### src/rtl/lvp_table.sv
// ---------------------------------------------------------------------------
// lvp_table -- last-value load predictor table
//
// Direct-mapped table indexed by load PC. Each entry holds a partial tag, the
// last committed load value and a saturating confidence counter. Lookups are
// answered one cycle later. At most one used prediction may be outstanding.
// While it is outstanding the block is busy (state WAIT). The prediction
// resolves when the same PC trains, or it is squashed by flush.
//
// Ports:
//   clk, rst_n       clock, asynchronous active-low reset
//   lookup_valid/pc  prediction request from a load in MEM
//   pred_valid       one-cycle response strobe
//   pred_hit         entry valid and tag matched
//   pred_use         hit, confident and nothing outstanding -> may speculate
//   pred_value       stored last value (0 on miss)
//   train_valid/pc/value  resolved load data used to train the table
//   flush            squash the outstanding prediction without training
//   busy             a used prediction is outstanding
//   stat_used        saturating count of responses with pred_use=1
//   stat_correct     saturating count of outstanding predictions found correct
// ---------------------------------------------------------------------------
module lvp_table #(
  parameter int unsigned INDEX_WIDTH = 6,
  parameter int unsigned TAG_WIDTH   = 8,
  parameter int unsigned CONF_BITS   = 2,
  parameter int unsigned CONF_THRESH = 2,
  parameter int unsigned ADDR_WIDTH  = 32,
  parameter int unsigned DATA_WIDTH  = 32
) (
  input  logic                  clk,
  input  logic                  rst_n,
  input  logic                  lookup_valid,
  input  logic [ADDR_WIDTH-1:0] lookup_pc,
  output logic                  pred_valid,
  output logic                  pred_hit,
  output logic                  pred_use,
  output logic [DATA_WIDTH-1:0] pred_value,
  input  logic                  train_valid,
  input  logic [ADDR_WIDTH-1:0] train_pc,
  input  logic [DATA_WIDTH-1:0] train_value,
  input  logic                  flush,
  output logic                  busy,
  output logic [15:0]           stat_used,
  output logic [15:0]           stat_correct
);

  localparam int unsigned ENTRIES = 1 << INDEX_WIDTH;
  localparam logic [CONF_BITS-1:0] LP_THRESH   = CONF_BITS'(CONF_THRESH);
  localparam logic [CONF_BITS-1:0] LP_CONF_MAX = '1;

  typedef enum logic {
    IDLE,
    WAIT
  } state_t;

  // Table storage. Only the valid bits need reset.
  logic [ENTRIES-1:0]    r_valid;
  logic [TAG_WIDTH-1:0]  r_tag   [ENTRIES];
  logic [DATA_WIDTH-1:0] r_value [ENTRIES];
  logic [CONF_BITS-1:0]  r_conf  [ENTRIES];

  state_t                r_state;
  state_t                w_state_next;

  logic                  r_pred_valid;
  logic                  r_pred_hit;
  logic                  r_pred_use;
  logic [DATA_WIDTH-1:0] r_pred_value;
  logic [ADDR_WIDTH-1:0] r_lookup_pc;   // PC of the response currently shown
  logic [ADDR_WIDTH-1:0] r_out_pc;      // outstanding prediction
  logic [DATA_WIDTH-1:0] r_out_value;
  logic [15:0]           r_stat_used;
  logic [15:0]           r_stat_correct;

  logic [INDEX_WIDTH-1:0] w_lk_idx;
  logic [TAG_WIDTH-1:0]   w_lk_tag;
  logic [INDEX_WIDTH-1:0] w_tr_idx;
  logic [TAG_WIDTH-1:0]   w_tr_tag;
  logic                   w_lk_hit;
  logic                   w_lk_use;
  logic                   w_tr_hit;
  logic                   w_tr_same;
  logic                   w_resolve;
  logic                   w_release;
  logic                   w_enter;
  logic                   w_can_use;

  assign w_lk_idx = lookup_pc[INDEX_WIDTH+1:2];
  assign w_lk_tag = lookup_pc[INDEX_WIDTH+TAG_WIDTH+1:INDEX_WIDTH+2];
  assign w_tr_idx = train_pc[INDEX_WIDTH+1:2];
  assign w_tr_tag = train_pc[INDEX_WIDTH+TAG_WIDTH+1:INDEX_WIDTH+2];

  assign w_lk_hit  = r_valid[w_lk_idx] && (r_tag[w_lk_idx] == w_lk_tag);
  assign w_tr_hit  = r_valid[w_tr_idx] && (r_tag[w_tr_idx] == w_tr_tag);
  assign w_tr_same = w_tr_hit && (r_value[w_tr_idx] == train_value);

  // Outstanding prediction resolved by a train of its own PC, or released
  // by flush (flush wins, but the train still updates the table).
  assign w_resolve = (r_state == WAIT) && train_valid && (train_pc == r_out_pc);
  assign w_release = (r_state == WAIT) && (flush || w_resolve);

  // The WAIT transition happens on the edge after the response is shown, so
  // a response with pred_use=1 already on the outputs also blocks new use.
  // A lookup alongside a releasing train/flush sees the block as idle.
  assign w_enter   = (r_state == IDLE) && r_pred_valid && r_pred_use;
  assign w_can_use = ((r_state == IDLE) && !(r_pred_valid && r_pred_use)) || w_release;
  assign w_lk_use  = w_lk_hit && (r_conf[w_lk_idx] >= LP_THRESH) && w_can_use;

  // ---------------------------------------------------------------- FSM
  always_ff @(posedge clk or negedge rst_n) begin
    if (!rst_n) begin
      r_state <= IDLE;
    end else begin
      r_state <= w_state_next;
    end
  end

  always_comb begin
    w_state_next = r_state;
    unique case (r_state)
      IDLE: if (w_enter)   w_state_next = WAIT;
      WAIT: if (w_release) w_state_next = IDLE;
      default:             w_state_next = IDLE;
    endcase
  end

  // ------------------------------------------------------ lookup response
  // Table arrays are read before this edge's training write lands, giving
  // read-before-write for a lookup and train to the same index.
  always_ff @(posedge clk or negedge rst_n) begin
    if (!rst_n) begin
      r_pred_valid <= 1'b0;
      r_pred_hit   <= 1'b0;
      r_pred_use   <= 1'b0;
      r_pred_value <= '0;
      r_lookup_pc  <= '0;
    end else begin
      r_pred_valid <= lookup_valid;
      if (lookup_valid) begin
        r_pred_hit   <= w_lk_hit;
        r_pred_use   <= w_lk_use;
        r_pred_value <= w_lk_hit ? r_value[w_lk_idx] : '0;
        r_lookup_pc  <= lookup_pc;
      end
    end
  end

  // ------------------------------------------- outstanding prediction
  always_ff @(posedge clk or negedge rst_n) begin
    if (!rst_n) begin
      r_out_pc    <= '0;
      r_out_value <= '0;
    end else if (w_enter) begin
      r_out_pc    <= r_lookup_pc;
      r_out_value <= r_pred_value;
    end
  end

  // ------------------------------------------------------- statistics
  always_ff @(posedge clk or negedge rst_n) begin
    if (!rst_n) begin
      r_stat_used    <= '0;
      r_stat_correct <= '0;
    end else begin
      if (r_pred_valid && r_pred_use && (r_stat_used != 16'hFFFF)) begin
        r_stat_used <= r_stat_used + 16'd1;
      end
      if (w_resolve && !flush && (train_value == r_out_value) &&
          (r_stat_correct != 16'hFFFF)) begin
        r_stat_correct <= r_stat_correct + 16'd1;
      end
    end
  end

  // ------------------------------------------------------------ training
  always_ff @(posedge clk or negedge rst_n) begin
    if (!rst_n) begin
      r_valid <= '0;
    end else if (train_valid) begin
      r_valid[w_tr_idx] <= 1'b1;
    end
  end

  always_ff @(posedge clk) begin
    if (train_valid) begin
      r_tag[w_tr_idx] <= w_tr_tag;
      if (w_tr_same) begin
        if (r_conf[w_tr_idx] != LP_CONF_MAX) begin
          r_conf[w_tr_idx] <= r_conf[w_tr_idx] + 1'b1;
        end
      end else begin
        r_value[w_tr_idx] <= train_value;
        r_conf[w_tr_idx]  <= '0;
      end
    end
  end

  // ------------------------------------------------------------- outputs
  assign pred_valid   = r_pred_valid;
  assign pred_hit     = r_pred_hit;
  assign pred_use     = r_pred_use;
  assign pred_value   = r_pred_value;
  assign busy         = (r_state == WAIT);
  assign stat_used    = r_stat_used;
  assign stat_correct = r_stat_correct;

endmodule
### config.mk
export PLATFORM = sky130hd
export DESIGN_NAME = lvp_table
export DESIGN_NICKNAME = d
export VERILOG_FILES = /design/src/rtl/lvp_table.sv
export SDC_FILE = /design/constraint.sdc
export NUM_CORES = 2
export LEC_CHECK = 0
export CORE_UTILIZATION = 45
export DETAILED_ROUTE_END_ITERATION = 10
export GPL_TIMING_DRIVEN = 1
export SLEW_MARGIN = 0
export SYNTH_ARGS = -nofsm -noshare
export SYNTH_HDL_FRONTEND = slang
export SYNTH_SLANG_ARGS = --single-unit
### constraint.sdc
create_clock -name clk -period 6.4 [get_ports clk]
set_input_delay 1.28 -clock clk [delete_from_list [all_inputs] [get_ports clk]]
set_output_delay 1.28 -clock clk [all_outputs]
set_load 0.02 [all_outputs]
==> out/metrics.cfg <==
[cts]
post_cts.repair.setup_buffers=0
clock-sinks=2916
ctsHoldBuffers=0
tritoncts=done
htreeDepth=5
cts_resized=0
numCtsBuffers=316
cts_root_buf=clkbuf_16
clockBufferDepth=4
clk_latency_ns=0.97
cts.clk_slew.worst_paths_ns=0.06

[placed_design]
placedCellCount=11900
dpl_cell_area_um2=149000
place_congestion=1.02
place.detailed.hpwl_um=393000
numPortBuffers=168

[critical_path]
worstPathCellList=buf_8 > buf_12 > buf_4 > mux4_2 > mux2i_2 > buf_4 > o221ai_1 > nor4_1 > xnor2_1 > nor4_1 > nand4_1 > nor3_4 > buf_12 > buf_12 > nor2_4 > buf_12
slowest_delay_ns=0.93
crit_path_end_kind=flip-flop
criticalPathCategory=input port to flip-flop
required_ns=7.07
arrival_ns=7.12
crit_top_cell=buf_12
reg2reg_depth=13
critPathLaunchType=input port
cp_max_fo=55
crit_slowest_cell=nor4_1

[synthesis]
synth_warnings=0
synthDistinctLibCells=82
synth-async-reset-ratio=0.0782
synth-seq-cells=2916
synth_cells=7612
yosysSeqAreaShare=0.638
syn_nets=7716
syn_area_per_cell_um2=17.8
syn_area_um2=135000
synth_edf_count=2688
synth_flop_cell=edfxtp_1

[sta]
setup_ws_ns=-0.0490
setup_viol=87
fin_crit_sh=1.01
whs_ns=0.310
rsz0062_at_grt=false
post-route-min-period_ns=6.45
fmax_mhz=155
worstMarginPinSlew_ns=1.17
skew_ns=0.0615
hold_violations=0
drv_slew=0
slew_headroom=0.217

[cells_and_area]
fin_area_um2=159000
drive_gt1_frac=0.330
area_growth_pct=17.7
final_cells=12500
post-route-util=0.532
finalNetCount=8374

[drt]
vias=91000
antenna_left=0
avgViaCountPerCell=7.27
drc=0
finalWirelength_um=569000
drt_iter0_drc=16200
wl_per_cell_um=45.5
firstDrtPassIters=8

[floorplanning]
core-area_um2=300000
ios=169
start_util=0.452
die_h_um=550
die_x_um=550
rows=201
dieArea_um2=303000

[grt]
overflow=0
grt_pass1_vias=87100
grt_pass1_wl_um=763000
grt_antenna_before_repair=36
grt_usage=0.373
grt_max_degree=100

[outcome]
status=finished with violations
violations=negative setup slack

[hold_path]
hold_class=input port to async pin

[pwr]
pwr-share-seq=0.474
p_sw_uw=11100
pwr-share-comb=0.108
p_per_area_nw_per_um2=281
power_leakage_uw=0.0536
switching_share=0.249
internal-power_uw=33600
clkPwrFrac=0.418
peakVddDrop_v=0.000236

[flow_run]
max_cap_violations=0

[cell usage in the layout, fill, tap and decap left out, types with 58 or more instances in the layout]
cell and count:
clkinv_1 58, nor2_4 67, dfrtp_1 228, edfxtp_1 2688
inv_1 103, a221oi_1 145, clkdlybuf4s50_1 114, o21ai_0 185
buf_4 545, a31oi_1 73, clkbuf_16 325, a221o_1 107
buf_12 263, nand2_1 238, mux4_2 1056, mux2i_1 438
mux2_2 248, a21oi_1 181, a22o_1 100, xnor2_1 80
o22ai_1 153, xor2_1 58, nor2_1 82, a22oi_1 193
or2_2 62
[cell families (layout without fill, tap and decap cells)]
group | after synthesis | after routing | synth area share
flip-flops | 2916 | 2916 | 0.638
multiplexers | 1771 | 1771 | 0.231
AO/OA/AOI/OAI | 1327 | 1327 | 0.0704
buffers and inverters | 740 | 1656 | 0.0248
AND/OR/NAND/NOR | 716 | 716 | 0.0261
XOR/XNOR | 139 | 139 | 0.00899
adder cells (fa/ha/maj) | 3 | 3 | 0.000277
other | 0 | 26 | 0
[critical path: cells and delay by family]
family | cells | cell delay, ns
simple gates | 5 | 2.07
buf+inv | 7 | 2.03
mux | 2 | 0.88
compound gates | 1 | 0.33
xor+xnor | 1 | 0.31
[power by group through the flow]
stage	registers, uW	clock network, uW	logic [uW]
6_report	21200	18700	4810
5_1_grt	21200	19400	4830
4_1_cts	21200	18700	4660
3_5_place_dp	21600	0	4650
3_3_place_gp	21600	0	4630
2_1_floorplan	21600	0	2260
[cell usage after synthesis, drive strengths merged (15+ instances only)]
| cell type | count | share of area |
|---|---|---|
| nand2 | 239 | 0.0066 |
| xnor2 | 81 | 0.0052 |
| nand2b | 19 | 0.00088 |
| a22oi | 193 | 0.011 |
| and3 | 16 | 0.00074 |
| nor3 | 15 | 0.00059 |
| a221oi | 145 | 0.0094 |
| edfxtp | 2688 | 0.60 |
| or2 | 64 | 0.0030 |
| inv | 106 | 0.0029 |
| nor4 | 42 | 0.0020 |
| o21ai | 191 | 0.0071 |
| a211oi | 22 | 0.0012 |
| nand3 | 56 | 0.0021 |
| a21oi | 191 | 0.0073 |
| nand4 | 48 | 0.0022 |
| mux4 | 1056 | 0.18 |
| a221o | 107 | 0.0079 |
| nand3b | 16 | 0.00089 |
| o2bb2ai | 45 | 0.0029 |
| o22ai | 153 | 0.0071 |
| mux2 | 276 | 0.023 |
| mux2i | 439 | 0.032 |
| xor2 | 58 | 0.0038 |
| buf | 341 | 0.014 |
| clkbuf | 291 | 0.0081 |
| a22o | 100 | 0.0065 |
| dfrtp | 228 | 0.042 |
| nor2 | 150 | 0.0042 |
| o221ai | 20 | 0.0013 |
| a31oi | 74 | 0.0035 |
[stage by stage]
stage,setup TNS [ns],total power [uW],setup slack (ns)
6_report,-1.81,44700,-0.0490
5_1_grt,0,45500,0.156
4_1_cts,0,44600,0.237
3_5_place_dp,-1433.16,26300,-0.730
3_3_place_gp,-1473.48,26200,-0.744
2_1_floorplan,0,23800,0.605
[layer usage]
layer | track usage | vias up | share of wire
met4 | 0.249 | 20 | 0.080
met3 | 0.116 | 1605 | 0.14
met1 | 0.488 | 47900 | 0.35
met5 | 0.00360 | - | 0.00051
li1 | - | 33500 | -
met2 | 0.536 | 7981 | 0.43
[state kept, by name, indices dropped and copies added, names as in the netlist, 16 cells and up]
signal / count
r_valid: 64
r_conf: 128
pred_value: 32
r_out_value: 32
r_value: 2048
r_out_pc: 32
stat_correct: 16
stat_used: 16
r_tag: 512
r_lookup_pc: 32
[area by class of cell]
type | instances | area, um2
Tap cell | 3958 | 4950
Timing Repair Buffer | 972 | 10800
Fill cell | 23600 | 140000
Antenna cell | 26 | 65.1
Sequential cell | 2916 | 86400
Clock buffer | 396 | 8550
Inverter | 108 | 423
Clock inverter | 180 | 1840
Multi-Input combinational cell | 3956 | 46300
[final timing paths]
kind	start	to	slack [ns]
max	train_pc[4]	r_value[37][19]	-0.05
min	rst_n	stat_used[5]	0.31
max reg2reg	r_value[44][31]	r_value[37][19]	0.99
min reg2reg	r_lookup_pc[1]	r_out_pc[1]	0.48
max in group asynchronous	rst_n	r_valid[58]	4.75
min in group clk	r_lookup_pc[1]	r_out_pc[1]	0.48
Power figures use the tool's default switching activity.
